## src/rtl/dff_pkg.sv

```systemverilog
// dff_pkg: shared defaults, stage record type and occupancy-width helper for dff_pipe.
// No ports. Used by dff_pipe via import dff_pkg::*.
package dff_pkg;

    localparam int DEF_WIDTH = 8;
    localparam int DEF_DEPTH = 3;

    typedef struct packed {
        logic                 valid;
        logic [DEF_WIDTH-1:0] data;
    } stage_t;

    function automatic int occ_width(int depth);
        return $clog2(depth + 1);
    endfunction

endpackage

```

## src/rtl/dff_pipe_stage.sv

```systemverilog
// dff_pipe_stage: one elastic register stage (valid + data) with ready chaining.
// Ports:
//   clk, rst_n   clock, asynchronous active-low reset
//   flush_i      invalidates the stage at the next edge
//   valid_i      upstream stage (or producer) holds a word
//   data_i       upstream word
//   ready_i      downstream stage (or consumer) can take our word
//   ready_o      this stage can take a word: empty, or emptying this cycle
//   valid_o      stage holds a word
//   data_o       stage word
module dff_pipe_stage #(
    parameter int               WIDTH   = 8,
    parameter logic [WIDTH-1:0] RST_VAL = '0
) (
    input  logic             clk,
    input  logic             rst_n,
    input  logic             flush_i,
    input  logic             valid_i,
    input  logic [WIDTH-1:0] data_i,
    input  logic             ready_i,
    output logic             ready_o,
    output logic             valid_o,
    output logic [WIDTH-1:0] data_o
);

    typedef struct packed {
        logic             valid;
        logic [WIDTH-1:0] data;
    } reg_t;

    reg_t stage_q, stage_d;

    // Data only loads on a real transfer so idle stages keep stale data.
    always_comb begin
        ready_o       = !stage_q.valid | ready_i;
        stage_d.valid = flush_i ? 1'b0 : ready_o ? valid_i : stage_q.valid;
        stage_d.data  = (ready_o & valid_i & !flush_i) ? data_i : stage_q.data;
    end

    always_ff @(posedge clk or negedge rst_n) begin
        if (!rst_n)
            stage_q <= '{valid: 1'b0, data: RST_VAL};
        else
            stage_q <= stage_d;
    end

    assign valid_o = stage_q.valid;
    assign data_o  = stage_q.data;

endmodule

```

## src/rtl/dff_pipe.sv

```systemverilog
// dff_pipe: elastic DEPTH-stage register pipeline with valid/ready and bubble collapsing.
// Ports:
//   clk, rst_n            clock, asynchronous active-low reset
//   flush                 synchronous flush of all stages (blocks input)
//   in_valid/in_ready     producer handshake, in_data word
//   out_valid/out_ready   consumer handshake, out_data word
//   occ                   registered count of occupied stages (only with DFF_PIPE_OCC_EN)
// Optional feature macro: DFF_PIPE_OCC_EN.
module dff_pipe
    import dff_pkg::*;
#(
    parameter int               WIDTH   = DEF_WIDTH,
    parameter int               DEPTH   = DEF_DEPTH,
    parameter logic [WIDTH-1:0] RST_VAL = '0
) (
    input  logic             clk,
    input  logic             rst_n,
    input  logic             flush,
    input  logic             in_valid,
    output logic             in_ready,
    input  logic [WIDTH-1:0] in_data,
    output logic             out_valid,
    input  logic             out_ready,
    output logic [WIDTH-1:0] out_data
`ifdef DFF_PIPE_OCC_EN
    ,
    output logic [occ_width(DEPTH)-1:0] occ
`endif
);

    logic             v   [DEPTH];
    logic [WIDTH-1:0] d   [DEPTH];
    logic             rdy [DEPTH];

    // Ready ripples back from the output so an empty stage accepts even when downstream stalls.
    for (genvar i = 0; i < DEPTH; i++) begin : g_stage
        logic             v_in, r_in;
        logic [WIDTH-1:0] d_in;
        if (i == 0) begin : g_first
            assign v_in = in_valid;
            assign d_in = in_data;
        end else begin : g_next
            assign v_in = v[i-1];
            assign d_in = d[i-1];
        end
        if (i == DEPTH - 1) begin : g_last
            assign r_in = out_ready;
        end else begin : g_inner
            assign r_in = rdy[i+1];
        end
        dff_pipe_stage #(.WIDTH(WIDTH), .RST_VAL(RST_VAL)) u_stage (
            .clk     (clk),
            .rst_n   (rst_n),
            .flush_i (flush),
            .valid_i (v_in),
            .data_i  (d_in),
            .ready_i (r_in),
            .ready_o (rdy[i]),
            .valid_o (v[i]),
            .data_o  (d[i])
        );
    end

    assign in_ready  = rdy[0] & !flush;
    assign out_valid = v[DEPTH-1];
    assign out_data  = d[DEPTH-1];

`ifdef DFF_PIPE_OCC_EN
    localparam int OW = occ_width(DEPTH);
    logic [OW-1:0] occ_q, occ_d;
    // Tracks the popcount of the valids incrementally from the two handshakes.
    always_comb
        occ_d = flush ? '0 : occ_q + OW'(in_valid & in_ready) - OW'(out_valid & out_ready);
    always_ff @(posedge clk or negedge rst_n) begin
        if (!rst_n)
            occ_q <= '0;
        else
            occ_q <= occ_d;
    end
    assign occ = occ_q;
`endif

endmodule

```

## config.mk

```make
export PLATFORM = sky130hd
export DESIGN_NAME = dff_pipe
export DESIGN_NICKNAME = d
export VERILOG_FILES = /design/src/rtl/dff_pkg.sv /design/src/rtl/dff_pipe_stage.sv /design/src/rtl/dff_pipe.sv
export SDC_FILE = /design/constraint.sdc
export NUM_CORES = 1
export LEC_CHECK = 0
export ABC_CLOCK_PERIOD_IN_PS = 1800
export CAP_MARGIN = 20
export CORE_AREA = 2 2 45 68
export DETAILED_ROUTE_END_ITERATION = 8
export DIE_AREA = 0 0 47 70
export PLACE_DENSITY_LB_ADDON = 0.1
export SETUP_SLACK_MARGIN = 0.2
export SYNTH_ARGS = -nofsm -noshare
export SYNTH_HDL_FRONTEND = slang
export SYNTH_SLANG_ARGS = --single-unit
```

## constraint.sdc

```tcl
create_clock -name clk -period 1.8 [get_ports clk]
set_input_delay 0.36 -clock clk [delete_from_list [all_inputs] [get_ports clk]]
set_output_delay 0.36 -clock clk [all_outputs]
set_load 0.02 [all_outputs]
```

==> impl_metrics.ini <==
[logic_synthesis]
synth_top_family_by_area = multiplexers
synthMuxAreaShare = 0.281
synth_fa_ha_area_frac = 0
synth_edf_count = 0
synthCells = 67
syn_avg_cell_area_sq_um = 15.9
yosys.area_share.xor_xnor = 0
yosysWarnings = 0
syn-num-nets = 80
yosys-top-cells-count = dfrtp_1, mux2_2, mux2_4
ys_seq_elements = 27
synth.cell_area_sq_um = 1070
ys.flop_type = dfrtp_1
async_flop_share = 1.00
ys_types = 13
yosysSeqAreaShare = 0.633
synth.area.top_cells = dfrtp_1, mux2_2, mux2_4, nor2_1, and4b_1
yosys.cell_count.top_type = dfrtp_1
synth_compound_area_frac = 0.0129
synth_top_area_cell = dfrtp_1
synth_top_cell_area_share = 0.633
synthSimpleGateAreaFrac = 0.0528

[flow_run]
maxCapViolCount = 0

[floorplanning]
rows = 24
io_pins = 23
core_sq_um = 2760
dieArea_sq_um = 3290
die_h_um = 70
start_util = 0.386
die_w_um = 47

[place]
place_congestion = 0.692
dp_hpwl_um = 1200
pre_cts_ws_ps = -293
port_buffers = 22

[timing]
hold_viol = 0
post-route-period-util = 0.878
tightest_slew_ps = 328
fin_tns_setup_ps = 0
fmax_mhz = 633
period_needed_ps = 1580
hold_ws_ps = 458
finClkSkew_ps = 1.60
maxSlewViolCount = 0
timing.final.ws_setup_ps = 220
finalSetupViolCount = 0
slew_headroom = 0.782
rsz0062_at_grt = true

[cts]
ctsHtreeMaxLevel = 1
cts_sinks = 27
cts_buffers = 3
root_buffer = clkbuf_8
ctsHoldBuffers = 0
tritoncts = done
clock_latency_ps = 260
clk_pin_slew_ps = 80
cts.path.max_buffers = 2

[pwr]
leakage_uw = 0.000742
p_per_area_nw_per_um2 = 1140
ir_drop_mv = 0.540

[final_layout]
fin_util = 0.520
area_growth_pct = 34.7
fin_nets = 111
drive_gt1_frac = 0.392
antennaDiodeCount = 0

[route]
wl_per_cell_um = 13.2
ant_nets = 0
wl_um = 1800
vias_per_cell = 4.52
dr.pass1.iters = 4
vias = 615
drc = 0
initialDrtViolationCount = 7

[global_routing]
grt_first_pass_wirelength_um = 3220
grtUsageTotal = 0.139
overflow = 0
antenna_found_initial = 0
grt_max_degree = 28
grt_pass1_vias = 719

[setup_path]
path_class = input pin to register
startpoint_type = input pin
cp_max_fo = 8
crit_required_ps = 1960
arrival_ps = 1740
end_kind = register

[hold_path]
hp-class = input pin to asynchronous set/reset pin

[run_status]
status = finished clean
-- final timing paths --
kind,startpoint,to,slack (ps),depth (start not counted)
worst max-delay path,flush,g_stage[1].u_stage.data_o[4]$_DFFE_PN0P_,220,4
worst min-delay path,rst_n,g_stage[2].u_stage.data_o[4]$_DFFE_PN0P_,460,2
worst max register to register,g_stage[0].u_stage.valid_o$_DFFE_PN0P_,g_stage[0].u_stage.data_o[2]$_DFFE_PN0P_,230,4
worst min register to register,g_stage[1].u_stage.data_o[3]$_DFFE_PN0P_,g_stage[2].u_stage.data_o[3]$_DFFE_PN0P_,500,1
max in group asynchronous,rst_n,g_stage[2].u_stage.valid_o$_DFFE_PN0P_,1070,2
min in group clk,g_stage[1].u_stage.data_o[3]$_DFFE_PN0P_,g_stage[2].u_stage.data_o[3]$_DFFE_PN0P_,500,1
-- metrics by stage --
step	cells	instance area [sq um]	power [uW]
floorplan	67	1070	1100
global placement	129	1350	1320
detailed placement	129	1350	1340
CTS	135	1410	1680
global route	136	1440	1740
finish	136	1440	1640
-- sequential cells by signal (all words and copies together), names as in the netlist --
| name | count |
|---|---|
| g_stage.u_stage.valid_o | 3 |
| g_stage.u_stage.data_o | 24 |
-- cell usage in the layout, fill, tap and decap left out --
master	instances
nor2_1	6
dlygate4sd2_1	2
clkbuf_8	3
nor2b_1	1
inv_1	1
dfrtp_1	26
buf_6	1
mux2_2	16
dlymetal6s2s_1	8
clkdlybuf4s50_1	11
buf_4	6
or3b_4	1
buf_2	1
a21oi_1	1
a211o_2	1
clkbuf_1	1
or3b_1	1
mux2_4	8
dfrtp_2	1
and4b_1	1
-- what timing repair did --
action / 4_1_cts / 5_1_grt
pin swaps: 1 / 1
buffers inserted: 2 / 1
resized for setup: 9 / 8
setup endpoints to repair: 26 / 17
-- critical path: stages --
cell and delay [ps]:
clkdlybuf4s50_1 480, buf_4 170, a211o_2 410, mux2_2 300
-- cells by family after synthesis --
| group | count (synthesis) |
|---|---|
| buffers and inverters | 4 |
| AOI/OAI and AO/OA | 2 |
| and+or+nand+nor | 10 |
| DFF | 27 |
| muxes | 24 |
-- per-layer routing --
metal,up-vias,track usage,part of all wire
li1,299,-,-
met1,299,0.173,0.45
met2,15,0.213,0.49
met3,2,0.0336,0.051
met4,0,0.0741,0.013
met5,-,0,0
-- power breakdown --
part	internal (uW)	leakage (uW)	switching [uW]	total [uW]
combinational	279	0.000393	201	480
clock	158	0.0000228	172	330
sequential	761	0.000325	66.5	828
total	1200	0.000742	439	1640
-- final cells by class --
type	instances	area, sq um
multi-input cells	36	374
repair buffers	29	289
well taps	39	48.8
clock buffers	4	45.0
inverters	1	3.75
fillers	253	1330
flip-flops and latches	27	677
No activity file was read; power rests on OpenSTA's default activity.
